$ cat src/rtl/conv_requant_packer.sv
// Requantises CNN_COUNT conv results per beat, one channel per cycle, and packs
// the DATA_WIDTH results into LANES-wide vectors for the FC unit.
module conv_requant_packer #(
    parameter int CNN_COUNT  = 3,
    parameter int LANES      = 10,
    parameter int DATA_WIDTH = 8
) (
    input  logic                                 clock,
    input  logic                                 reset,
    input  logic [CNN_COUNT-1:0][31:0]           conv_result,
    input  logic                                 conv_valid,
    output logic                                 conv_ready,
    input  logic [4:0]                           shift,
    input  logic                                 relu_en,
    input  logic                                 flush,
    output logic [LANES-1:0][DATA_WIDTH-1:0]     fc_operands,
    output logic [$clog2(LANES+1)-1:0]           fc_count,
    output logic                                 fc_valid,
    input  logic                                 fc_ready,
    output logic                                 idle
);
    localparam int CW   = $clog2(LANES + 1);
    localparam int CHW  = (CNN_COUNT > 1) ? $clog2(CNN_COUNT) : 1;
    localparam int MAXV = 2 ** (DATA_WIDTH - 1) - 1;
    localparam int MINV = -(2 ** (DATA_WIDTH - 1));

    typedef enum logic [0:0] {HOLD_EMPTY = 1'b0, DRAIN = 1'b1} state_t;

    state_t                              state_q, state_d;
    logic [CHW-1:0]                      ch_q, ch_d;
    logic [CNN_COUNT-1:0][31:0]          hold_data_q, hold_data_d;
    logic [4:0]                          hold_shift_q, hold_shift_d;
    logic                                hold_relu_q, hold_relu_d;
    logic [CW-1:0]                       fill_q, fill_d;
    logic [LANES-1:0][DATA_WIDTH-1:0]    pack_q, pack_d;
    logic [LANES-1:0][DATA_WIDTH-1:0]    out_data_q, out_data_d;
    logic [CW-1:0]                       out_count_q, out_count_d;
    logic                                out_valid_q, out_valid_d;
    logic                                flush_pend_q, flush_pend_d;

    logic                                capture_s;
    logic                                out_free_s;
    logic                                completing_s;
    logic                                stall_s;
    logic [DATA_WIDTH-1:0]               lane_val_s;

    // Rounding arithmetic shift on a 33-bit intermediate, optional ReLU, then saturation.
    function automatic logic [DATA_WIDTH-1:0] requant(input logic [31:0] x,
                                                      input logic [4:0]  sh,
                                                      input logic        relu);
        logic signed [32:0] xe;
        logic signed [32:0] rnd;
        logic signed [32:0] r;
        xe = {x[31], x};
        if (sh == 5'd0) begin
            r = xe;
        end else begin
            rnd = 33'sd1 <<< (sh - 5'd1);
            r   = (xe + rnd) >>> sh;
        end
        if (relu && (r < 33'sd0)) begin
            r = 33'sd0;
        end else begin
            r = r;
        end
        if (r > 33'(MAXV)) begin
            return DATA_WIDTH'(MAXV);
        end else if (r < 33'(MINV)) begin
            return DATA_WIDTH'(MINV);
        end else begin
            return r[DATA_WIDTH-1:0];
        end
    endfunction

    assign conv_ready   = (state_q == HOLD_EMPTY) && !flush_pend_q;
    assign capture_s    = conv_valid && conv_ready;
    assign out_free_s   = !out_valid_q || fc_ready;
    assign completing_s = (fill_q == CW'(LANES - 1));
    assign stall_s      = completing_s && !out_free_s;
    assign lane_val_s   = requant(hold_data_q[ch_q], hold_shift_q, hold_relu_q);

    assign fc_operands  = out_data_q;
    assign fc_count     = out_count_q;
    assign fc_valid     = out_valid_q;
    assign idle         = (state_q == HOLD_EMPTY) && (fill_q == '0) && !out_valid_q && !flush_pend_q;

    // Next-state: beat capture, channel drain into the packer, vector hand-off and flush service.
    always_comb begin
        state_d      = state_q;
        ch_d         = ch_q;
        hold_data_d  = hold_data_q;
        hold_shift_d = hold_shift_q;
        hold_relu_d  = hold_relu_q;
        fill_d       = fill_q;
        pack_d       = pack_q;
        out_data_d   = out_data_q;
        out_count_d  = out_count_q;
        out_valid_d  = out_valid_q;
        flush_pend_d = flush_pend_q;

        if (out_valid_q && fc_ready) begin
            out_valid_d = 1'b0;
        end else begin
            out_valid_d = out_valid_q;
        end

        if (flush) begin
            flush_pend_d = 1'b1;
        end else begin
            flush_pend_d = flush_pend_q;
        end

        case (state_q)
            HOLD_EMPTY: begin
                if (capture_s) begin
                    hold_data_d  = conv_result;
                    hold_shift_d = shift;
                    hold_relu_d  = relu_en;
                    ch_d         = '0;
                    state_d      = DRAIN;
                end else if (flush_pend_q && out_free_s) begin
                    // Servicing clears the pending flag even if another pulse lands now.
                    flush_pend_d = 1'b0;
                    if (fill_q != '0) begin
                        out_data_d  = pack_q;
                        out_count_d = fill_q;
                        out_valid_d = 1'b1;
                        pack_d      = '0;
                        fill_d      = '0;
                    end else begin
                        fill_d = fill_q;
                    end
                end else begin
                    state_d = HOLD_EMPTY;
                end
            end
            DRAIN: begin
                if (stall_s) begin
                    state_d = DRAIN;
                end else begin
                    pack_d[fill_q] = lane_val_s;
                    if (completing_s) begin
                        out_data_d  = pack_d;
                        out_count_d = CW'(LANES);
                        out_valid_d = 1'b1;
                        pack_d      = '0;
                        fill_d      = '0;
                    end else begin
                        fill_d = fill_q + CW'(1);
                    end
                    if (ch_q == CHW'(CNN_COUNT - 1)) begin
                        ch_d    = '0;
                        state_d = HOLD_EMPTY;
                    end else begin
                        ch_d = ch_q + CHW'(1);
                    end
                end
            end
            default: begin
                state_d = HOLD_EMPTY;
            end
        endcase
    end

    // State and datapath registers with synchronous reset.
    always_ff @(posedge clock) begin
        if (reset) begin
            state_q      <= HOLD_EMPTY;
            ch_q         <= '0;
            hold_data_q  <= '0;
            hold_shift_q <= 5'd0;
            hold_relu_q  <= 1'b0;
            fill_q       <= '0;
            pack_q       <= '0;
            out_data_q   <= '0;
            out_count_q  <= '0;
            out_valid_q  <= 1'b0;
            flush_pend_q <= 1'b0;
        end else begin
            state_q      <= state_d;
            ch_q         <= ch_d;
            hold_data_q  <= hold_data_d;
            hold_shift_q <= hold_shift_d;
            hold_relu_q  <= hold_relu_d;
            fill_q       <= fill_d;
            pack_q       <= pack_d;
            out_data_q   <= out_data_d;
            out_count_q  <= out_count_d;
            out_valid_q  <= out_valid_d;
            flush_pend_q <= flush_pend_d;
        end
    end
endmodule

$ cat config.mk
export PLATFORM = sky130hd
export DESIGN_NAME = conv_requant_packer
export DESIGN_NICKNAME = d
export VERILOG_FILES = /design/src/rtl/conv_requant_packer.sv
export SDC_FILE = /design/constraint.sdc
export NUM_CORES = 1
export LEC_CHECK = 0
export ABC_AREA = 1
export BUFFER_PORTS_ARGS = -buffer_cell sky130_fd_sc_hd__buf_2
export CORE_UTILIZATION = 46
export CTS_BUF_LIST = sky130_fd_sc_hd__clkbuf_8
export CTS_CLUSTER_SIZE = 28
export DETAILED_ROUTE_END_ITERATION = 8
export GPL_TIMING_DRIVEN = 0
export PLACE_DENSITY_LB_ADDON = 0.08
export SLEW_MARGIN = 20
export SYNTH_ARGS = -nofsm -noshare
export SYNTH_HDL_FRONTEND = slang
export SYNTH_SLANG_ARGS = --single-unit
$ cat constraint.sdc
create_clock -name clock -period 6.3 [get_ports clock]
set_input_delay 0.315 -clock clock [delete_from_list [all_inputs] [get_ports clock]]
set_output_delay 0.315 -clock clock [all_outputs]
set_load 0.01 [all_outputs]
==> results of run 1 <==
[timing repair]
action,in CTS,in global routing
endpoints found under the setup margin,151,137
endpoints found under the hold margin,67,0
hold buffers,67,0
buffers inserted,0,3
resized for setup,7,25
pin swaps,0,2
[how the worst min path moves through the flow]
stage	startpoint	to	slack, ps	cells past startpoint
2_1_floorplan	pack_q[72]$_SDFFE_PP0P_	pack_q[72]$_SDFFE_PP0P_	420	2
3_3_place_gp	pack_q[78]$_SDFFE_PP0P_	pack_q[78]$_SDFFE_PP0P_	430	2
3_5_place_dp	pack_q[78]$_SDFFE_PP0P_	pack_q[78]$_SDFFE_PP0P_	440	2
4_1_cts	conv_result[24]	hold_data_q[24]$_SDFFE_PP0P_	4	3
5_1_grt	conv_result[63]	hold_data_q[63]$_SDFFE_PP0P_	30	3
6_report	conv_result[35]	hold_data_q[35]$_SDFFE_PP0P_	20	3
[cells in the mapped netlist, drive strengths merged]
cell and n:
nand2 1006, nor2 468, nand3 361, dfxtp 275, inv 226, a21oi 207
o21ai 164, clkbuf 116, buf 38, ha 32, nor3 15, clkinv 13
o211ai 13, nand4 11, a31oi 7, o2111ai 7, xor2 4, a221oi 3
nor4 3, a22oi 2, and2 2, nand3b 2, xnor2 2, a211oi 1
a21o 1, a311oi 1, fa 1, mux2i 1, o21bai 1, o221a 1
o221ai 1, o31ai 1, or2 1
[metal layers]
metal / routed length, µm / part of all wire, %
met1: 31000 / 45
met2: 29400 / 43
met3: 5630 / 8.2
met4: 2480 / 3.6
met5: 0 / 0
[worst reg2reg max path, delay by kind of cell, from the launching register on]
family	cells	cell delay [ps]
buffers and inverters	3	1270
adders and majority gates	1	230
and+or+nand+nor	26	3860
AOI/OAI and AO/OA	1	60
DFF	1	460
[cells by family after synthesis]
kind of cell	share of synthesized area (%)
XOR/XNOR	0.298
adder cells (fa/ha/maj)	2.39
buffers and inverters	8.48
multiplexers	0.0568
AND/OR/NAND/NOR	44.8
AO/OA/AOI/OAI	12.7
flip-flops	31.3
[per-stage QoR]
| stage | std cells | total power [mW] | cell area, µm² |
|---|---|---|---|
| floorplan | 2987 | 3.16 | 17600 |
| global placement | 3690 | 3.74 | 19200 |
| CTS | 3835 | 5.53 | 20900 |
| global route | 3835 | 5.83 | 21000 |
| finish | 3835 | 5.57 | 21000 |
| detailed placement | 3690 | 3.75 | 19200 |
[state kept, by name, summed over array words and instances, names as in the netlist]
name          flops
hold_data_q      96
fc_operands      80
pack_q           80
hold_shift_q      5
fc_count          4
fill_q            4
ch_q              2
fc_valid          1
flush_pend_q      1
hold_relu_q       1
state_q           1
[report_power, final]
| group | switching [mW] | internal [mW] | total, mW |
|---|---|---|---|
| Sequential | 0.0726 | 1.84 | 1.92 |
| Clock | 0.759 | 0.999 | 1.76 |
| Combinational | 1.34 | 0.561 | 1.90 |
[layout make-up]
cell class | count | area, µm² | share of cell area, %
Timing Repair Buffer | 262 | 1650 | 7.89
Clock buffer | 65 | 895 | 4.27
Inverter | 239 | 902 | 4.30
Multi-Input combinational cell | 2319 | 10600 | 50.7
Clock inverter | 16 | 143 | 0.680
Tap cell | 511 | 639 | 3.05
Buffer | 148 | 589 | 2.81
Sequential cell | 275 | 5510 | 26.3
[layout by cell type, fill, tap and decap left out, drive strengths merged, types with 2 or more instances in the layout]
| master | synthesis | final |
|---|---|---|
| o211ai | 13 | 13 |
| o21ai | 164 | 164 |
| nor2 | 468 | 468 |
| and2 | 2 | 2 |
| o2111ai | 7 | 7 |
| clkbuf | 116 | 175 |
| a31oi | 7 | 7 |
| a221oi | 3 | 3 |
| nand2 | 1006 | 1006 |
| dfxtp | 275 | 275 |
| bufinv | 0 | 2 |
| dlygate4sd3 | 0 | 67 |
| nand3b | 2 | 2 |
| inv | 226 | 231 |
| nand4 | 11 | 11 |
| nand3 | 361 | 361 |
| clkinvlp | 0 | 3 |
| a21oi | 207 | 207 |
| xor2 | 4 | 4 |
| ha | 32 | 32 |
| nor3 | 15 | 15 |
| nor4 | 3 | 3 |
| clkinv | 13 | 19 |
| a22oi | 2 | 2 |
| xnor2 | 2 | 2 |
| buf | 38 | 233 |
==> impl_metrics.yaml, run 1 <==
sta:
  rsz0062_at_grt: "false"
  finalHoldViolCount: 0
  relSlewSlack_pct: 28.8
  hold-worst-slack_ps: 23.3
  fmax_mhz: 166
  post-route-period-util_pct: 95.8
  fin_skew_ps: 53.0
  final-max-slew-violation-count: 0
  setup_tns_ps: 0
  setup_violations: 0
  fin_ws_ps: 262
  worstMarginPinSlew_ps: 1060
  fin_crit_ps: 6040
detailed_routing:
  num_vias: 20733
  drt_wl_total_um: 68500
  drt-initial-drc-count: 2034
  drc_errors: 0
  final_antenna_net_count: 0
  via_per_inst: 5.41
  drt_pre_antenna_iters: 6
  wl_per_cell_um: 17.9
global_route:
  grt_max_degree: 15
  met3_usage_pct: 5.55
  grt_pass1_vias: 19184
  grt.busiest_layer: "met2"
  antenna_found_initial: 0
  use_met1_pct: 48.5
  met2_usage_pct: 53.4
  grtUsageTotal_pct: 34.7
  grt-ovfl-total: 0
  grt_pass1_wl_um: 105000
clocking:
  cts_buffers: 46
  clockRootBuffer: "clkbuf_8"
  worstSkewPairLatency_ps: 620
  cts.sinks: 275
  ctsLongestPathBuffers: 3
  clk_pin_slew_ps: 60
  cts-htree-levels: 2
  cts_tree: "yes"
run:
  drv_cap: 0
critical_path:
  cp.depth: 31
  critPathMaxFanout: 10
  cp_slowest_stage_delay_ps: 460
  cp_top_family: "simple AND/OR/NAND/NOR gates"
  reg2reg_to: "fc_operands[11]$_SDFFE_PP0P_"
  rrSetupSlack_ps: 260
  cp-endpoint: "fc_operands[11]$_SDFFE_PP0P_"
  crit_path_end_kind: "flop"
  cpMaxStageDelayCell: "dfxtp_2"
  cp_common_cell: "nand2_1"
  startpoint: "hold_shift_q[3]$_SDFFE_PP0P_"
  worst-path-buf-inv: 3
  reg2reg_from: "hold_shift_q[3]$_SDFFE_PP0P_"
  worstSetupStartpointType: "flop"
  crit_required_ps: 6730
  worstPathArrival_ps: 6470
  r2r_cells: 31
  worstSetupPathType: "reg -> reg"
hold_path:
  hp-class: "in -> reg"
logic_synthesis:
  syn-instance-count: 2987
  avgSynthCellArea_um2: 5.90
  synth_area_leaders: "dfxtp_1, nand2_1, nand3_1"
  synth_nets: 3127
  ys_ff_latch: 275
  yosys.area.top_type_share_pct: 31.3
  synth_cell_types: 48
  ys_seq_area_share_pct: 31.3
  synth_area_um2: 17600
  synth.largest_area_cell: "dfxtp_1"
  ys_warn_count: 0
place:
  io_buffers: 192
  hpwl_um: 53000
  pre_cts_slack_ps: -549
  gp_congestion: 1.05
finish:
  syn_to_final_growth_pct: 19.1
  finalNetCount: 3431
  drive_gt1_share_pct: 12.2
  fill_cells: 3969
  diodes: 0
  fin_util_pct: 55.7
power:
  powerDensity_nw_per_um2: 266
  ir_worst_vdd_uv: 172
  total_leakage_power_nw: 9.58
run_status:
  outcome: "finished, final reports clean"
floorplanning:
  die-area_um2: 39100
  io_pins: 194
  die_y_um: 198
  core_area_um2: 37700
  rows: 71
  initial_core_util_pct: 46.8
  dieWidth_um: 198
No activity file was read; power rests on OpenSTA's default activity.
==> run 2: changes to the inputs <==
--- a/config.mk
+++ b/config.mk
@@ -5,7 +5,6 @@
 export SDC_FILE = /design/constraint.sdc
 export NUM_CORES = 1
 export LEC_CHECK = 0
-export ABC_AREA = 1
 export BUFFER_PORTS_ARGS = -buffer_cell sky130_fd_sc_hd__buf_2
 export CORE_UTILIZATION = 46
 export CTS_BUF_LIST = sky130_fd_sc_hd__clkbuf_8
==> impl_metrics.yaml, run 2 <==
run_status:
  outcome: "finished, final reports clean"
finish:
  regArea_um2: 5510
  syn_to_final_growth_pct: 29.4
  fin_util_pct: 60.3
  largest_register_ffs: 96
  drive_gt1_share_pct: 20.7
  final_area_um2: 21400
  multi_input_area_um2: 11000
  finalNetCount: 2775
  final_common_cell: "nand2_1"
  fill_cells: 3225
  final_cell_mix: "nand2_1, dfxtp_1, buf_2"
  top_register: "hold_data_q"
place:
  hpwl_um: 53400
  io_buffers: 192
  pre_cts_slack_ps: -2280
  gp_congestion: 1.00
  placed_cell_area_um2: 18100
critical_path:
  worstPathArrival_ps: 6620
  cp_top_family: "compound AO/OA/AOI/OAI gates"
  cp_slowest_stage_delay_ps: 500
  cpMaxStageDelayCell: "or4_1"
  worstSetupPathType: "reg -> reg"
  crit_path_end_kind: "flop"
  rrSetupSlack_ps: 110
  critPathMaxFanout: 10
  worst-path-buf-inv: 8
  worstSetupStartpointType: "flop"
  crit_required_ps: 6740
floorplanning:
  dieWidth_um: 192
  die-area_um2: 36700
  die_y_um: 192
  rows: 69
  io_pins: 194
  initial_core_util_pct: 46.6
  core_area_um2: 35500
logic_synthesis:
  ys_ff_latch: 275
  yosys.area.top_type_share_pct: 33.3
  synth-compound-area-share_pct: 23.5
  synth-edff-count: 0
  yosys.area_share.xor_xnor_pct: 1.56
  synth_cell_types: 98
  synthMuxAreaShare_pct: 4.70
  syn-instance-count: 2259
  synthAdderAreaFrac_pct: 2.54
  synthArstFlopShare_pct: 0
  ys_seq_area_share_pct: 33.3
  yosys.area_share.simple_pct: 29.5
  synth_area_leaders: "dfxtp_1, nand2_1, a21oi_1"
  synth.most_common_cell: "nand2_1"
  ys_warn_count: 0
  synth_top_family_by_area: "simple AND/OR/NAND/NOR gates"
  synth_nets: 2399
  avgSynthCellArea_um2: 7.32
  synth_commonest_cells: "nand2_1, dfxtp_1, nor2_1, a21oi_1, nor3_1"
  synth_area_um2: 16500
  synth_flop_cell: "dfxtp_1"
  synth.largest_area_cell: "dfxtp_1"
power:
  power.internal_mw: 3.41
  p_switching_mw: 1.91
  ir_worst_vdd_uv: 239
  comb_power_share_pct: 30.5
  p_clk_share_pct: 33.6
  pwr-share-seq_pct: 36.0
  total_leakage_power_nw: 8.61
  powerDensity_nw_per_um2: 248
  p_total_mw: 5.32
  sw_frac_of_total_pct: 35.9
global_route:
  grt_max_degree: 14
  grtUsageTotal_pct: 38.6
  grt_pass1_vias: 18294
  grt-ovfl-total: 0
  antenna_found_initial: 0
  grt_pass1_wl_um: 107000
clocking:
  cts.sinks: 275
  cts_tree: "yes"
  worstSkewPairLatency_ps: 640
  clockRootBuffer: "clkbuf_8"
  cts-htree-levels: 2
  ctsLongestPathBuffers: 3
  clk_pin_slew_ps: 60
  cts_buffers: 47
sta:
  relSlewSlack_pct: 33.7
  post-route-period-util_pct: 98.2
  final-max-slew-violation-count: 0
  fin_crit_ps: 6190
  setup_violations: 0
  finalHoldViolCount: 0
  hold-worst-slack_ps: 373
  fin_ws_ps: 113
  fin_skew_ps: 52.9
  fmax_mhz: 162
  worstMarginPinSlew_ps: 987
run:
  drv_cap: 0
detailed_routing:
  drt_pre_antenna_iters: 7
  drt_wl_total_um: 72100
  via_per_inst: 6.06
  final_antenna_net_count: 0
  drc_errors: 0
  num_vias: 18969
  wl_per_cell_um: 23.0
  drt-initial-drc-count: 1834
hold_path:
  hp-class: "in -> reg"
==> run 2: cell types whose count changed in the layout (fill, tap and decap cells not counted), moves of 26 or more <==
cell,previous run,this run
mux2i_1,1,57
o21ai_0,152,50
buf_4,5,50
a211oi_1,1,27
dlygate4sd3_1,67,104
nand2_2,44,6
nand2_1,945,451
nor3_1,13,143
and2_1,2,29
nand3_1,359,119
inv_1,219,25
nor2_1,455,214
==> run 2: kinds of logic (layout without fill, tap and decap cells) <==
kind of cell,after synthesis,count (layout)
adders and majority gates,33,33
and+or+nand+nor,1094,1094
AOI/OAI and AO/OA,561,561
buffers and inverters,196,605
other,0,1
xor gates and xnor gates,26,26
DFF,275,275
muxes,74,74
==> run 2: final cells by class <==
type                       count  area share (%)
multi-input combinational   1788            51.3
sequential                   275            25.8
timing repair buffer         333            10.7
buffer                       169            4.21
clock buffer                  59            3.79
tap                          461            2.70
clock inverter                23            1.05
inverter                      21           0.398
antenna                        1          0.0117
==> run 2: metrics by stage <==
| step | setup TNS, ps | instances |
|---|---|---|
| 3_5_place_dp | -141190 | 2914 |
| 2_1_floorplan | 0 | 2259 |
| 5_1_grt | -22.5 | 3129 |
| 3_3_place_gp | -141160 | 2912 |
| 4_1_cts | 0 | 3110 |
| 6_report | 0 | 3130 |
==> run 2: timing repair <==
item                                    in CTS  in global routing
hold endpoints to repair                   104                  0
endpoints found under the setup margin      79                 70
pin swaps                                   17                 21
buffers inserted                            14                 21
resized for setup                          167                112
hold buffers                               104                  0
==> run 2: power groups by stage <==
| stage | clock [mW] | sequential [mW] | combinational [mW] |
|---|---|---|---|
| final | 1.78 | 1.91 | 1.62 |
| after CTS | 1.79 | 1.91 | 1.52 |
| after global routing | 1.88 | 1.93 | 1.71 |
| after floorplan | 0 | 1.96 | 0.835 |
| after detailed placement | 0 | 1.94 | 1.38 |
| after global placement | 0 | 1.94 | 1.37 |
==> run 2: worst reg2reg max path, delay by kind of cell (launching register included) <==
family | cells | cell delay [ps]
AO/OA/AOI/OAI | 11 | 2530
XOR/XNOR | 1 | 120
adder cells (fa/ha/maj) | 1 | 230
buffers and inverters | 8 | 1540
flip-flops | 1 | 330
AND/OR/NAND/NOR | 4 | 1220
==> run 2: worst paths after layout <==
check / startpoint / to / cells after the start
worst min register to register: hold_data_q[8]$_SDFFE_PP0P_ / hold_data_q[8]$_SDFFE_PP0P_ / 2
worst max-delay path: hold_shift_q[2]$_SDFFE_PP0P_ / pack_q[45]$_SDFFE_PP0P_ / 25
worst min-delay path: conv_valid / hold_data_q[85]$_SDFFE_PP0P_ / 5
worst max register to register: hold_shift_q[2]$_SDFFE_PP0P_ / pack_q[45]$_SDFFE_PP0P_ / 25
==> run 2: per-layer routing <==
metal / up-vias / wire (µm) / global-route usage, %
met5: - / 0 / 0
met4: 0 / 4480 / 23.2
met3: 257 / 5130 / 7.11
met2: 934 / 34200 / 64.7
met1: 8945 / 28300 / 45.8
li1: 8833 / - / -
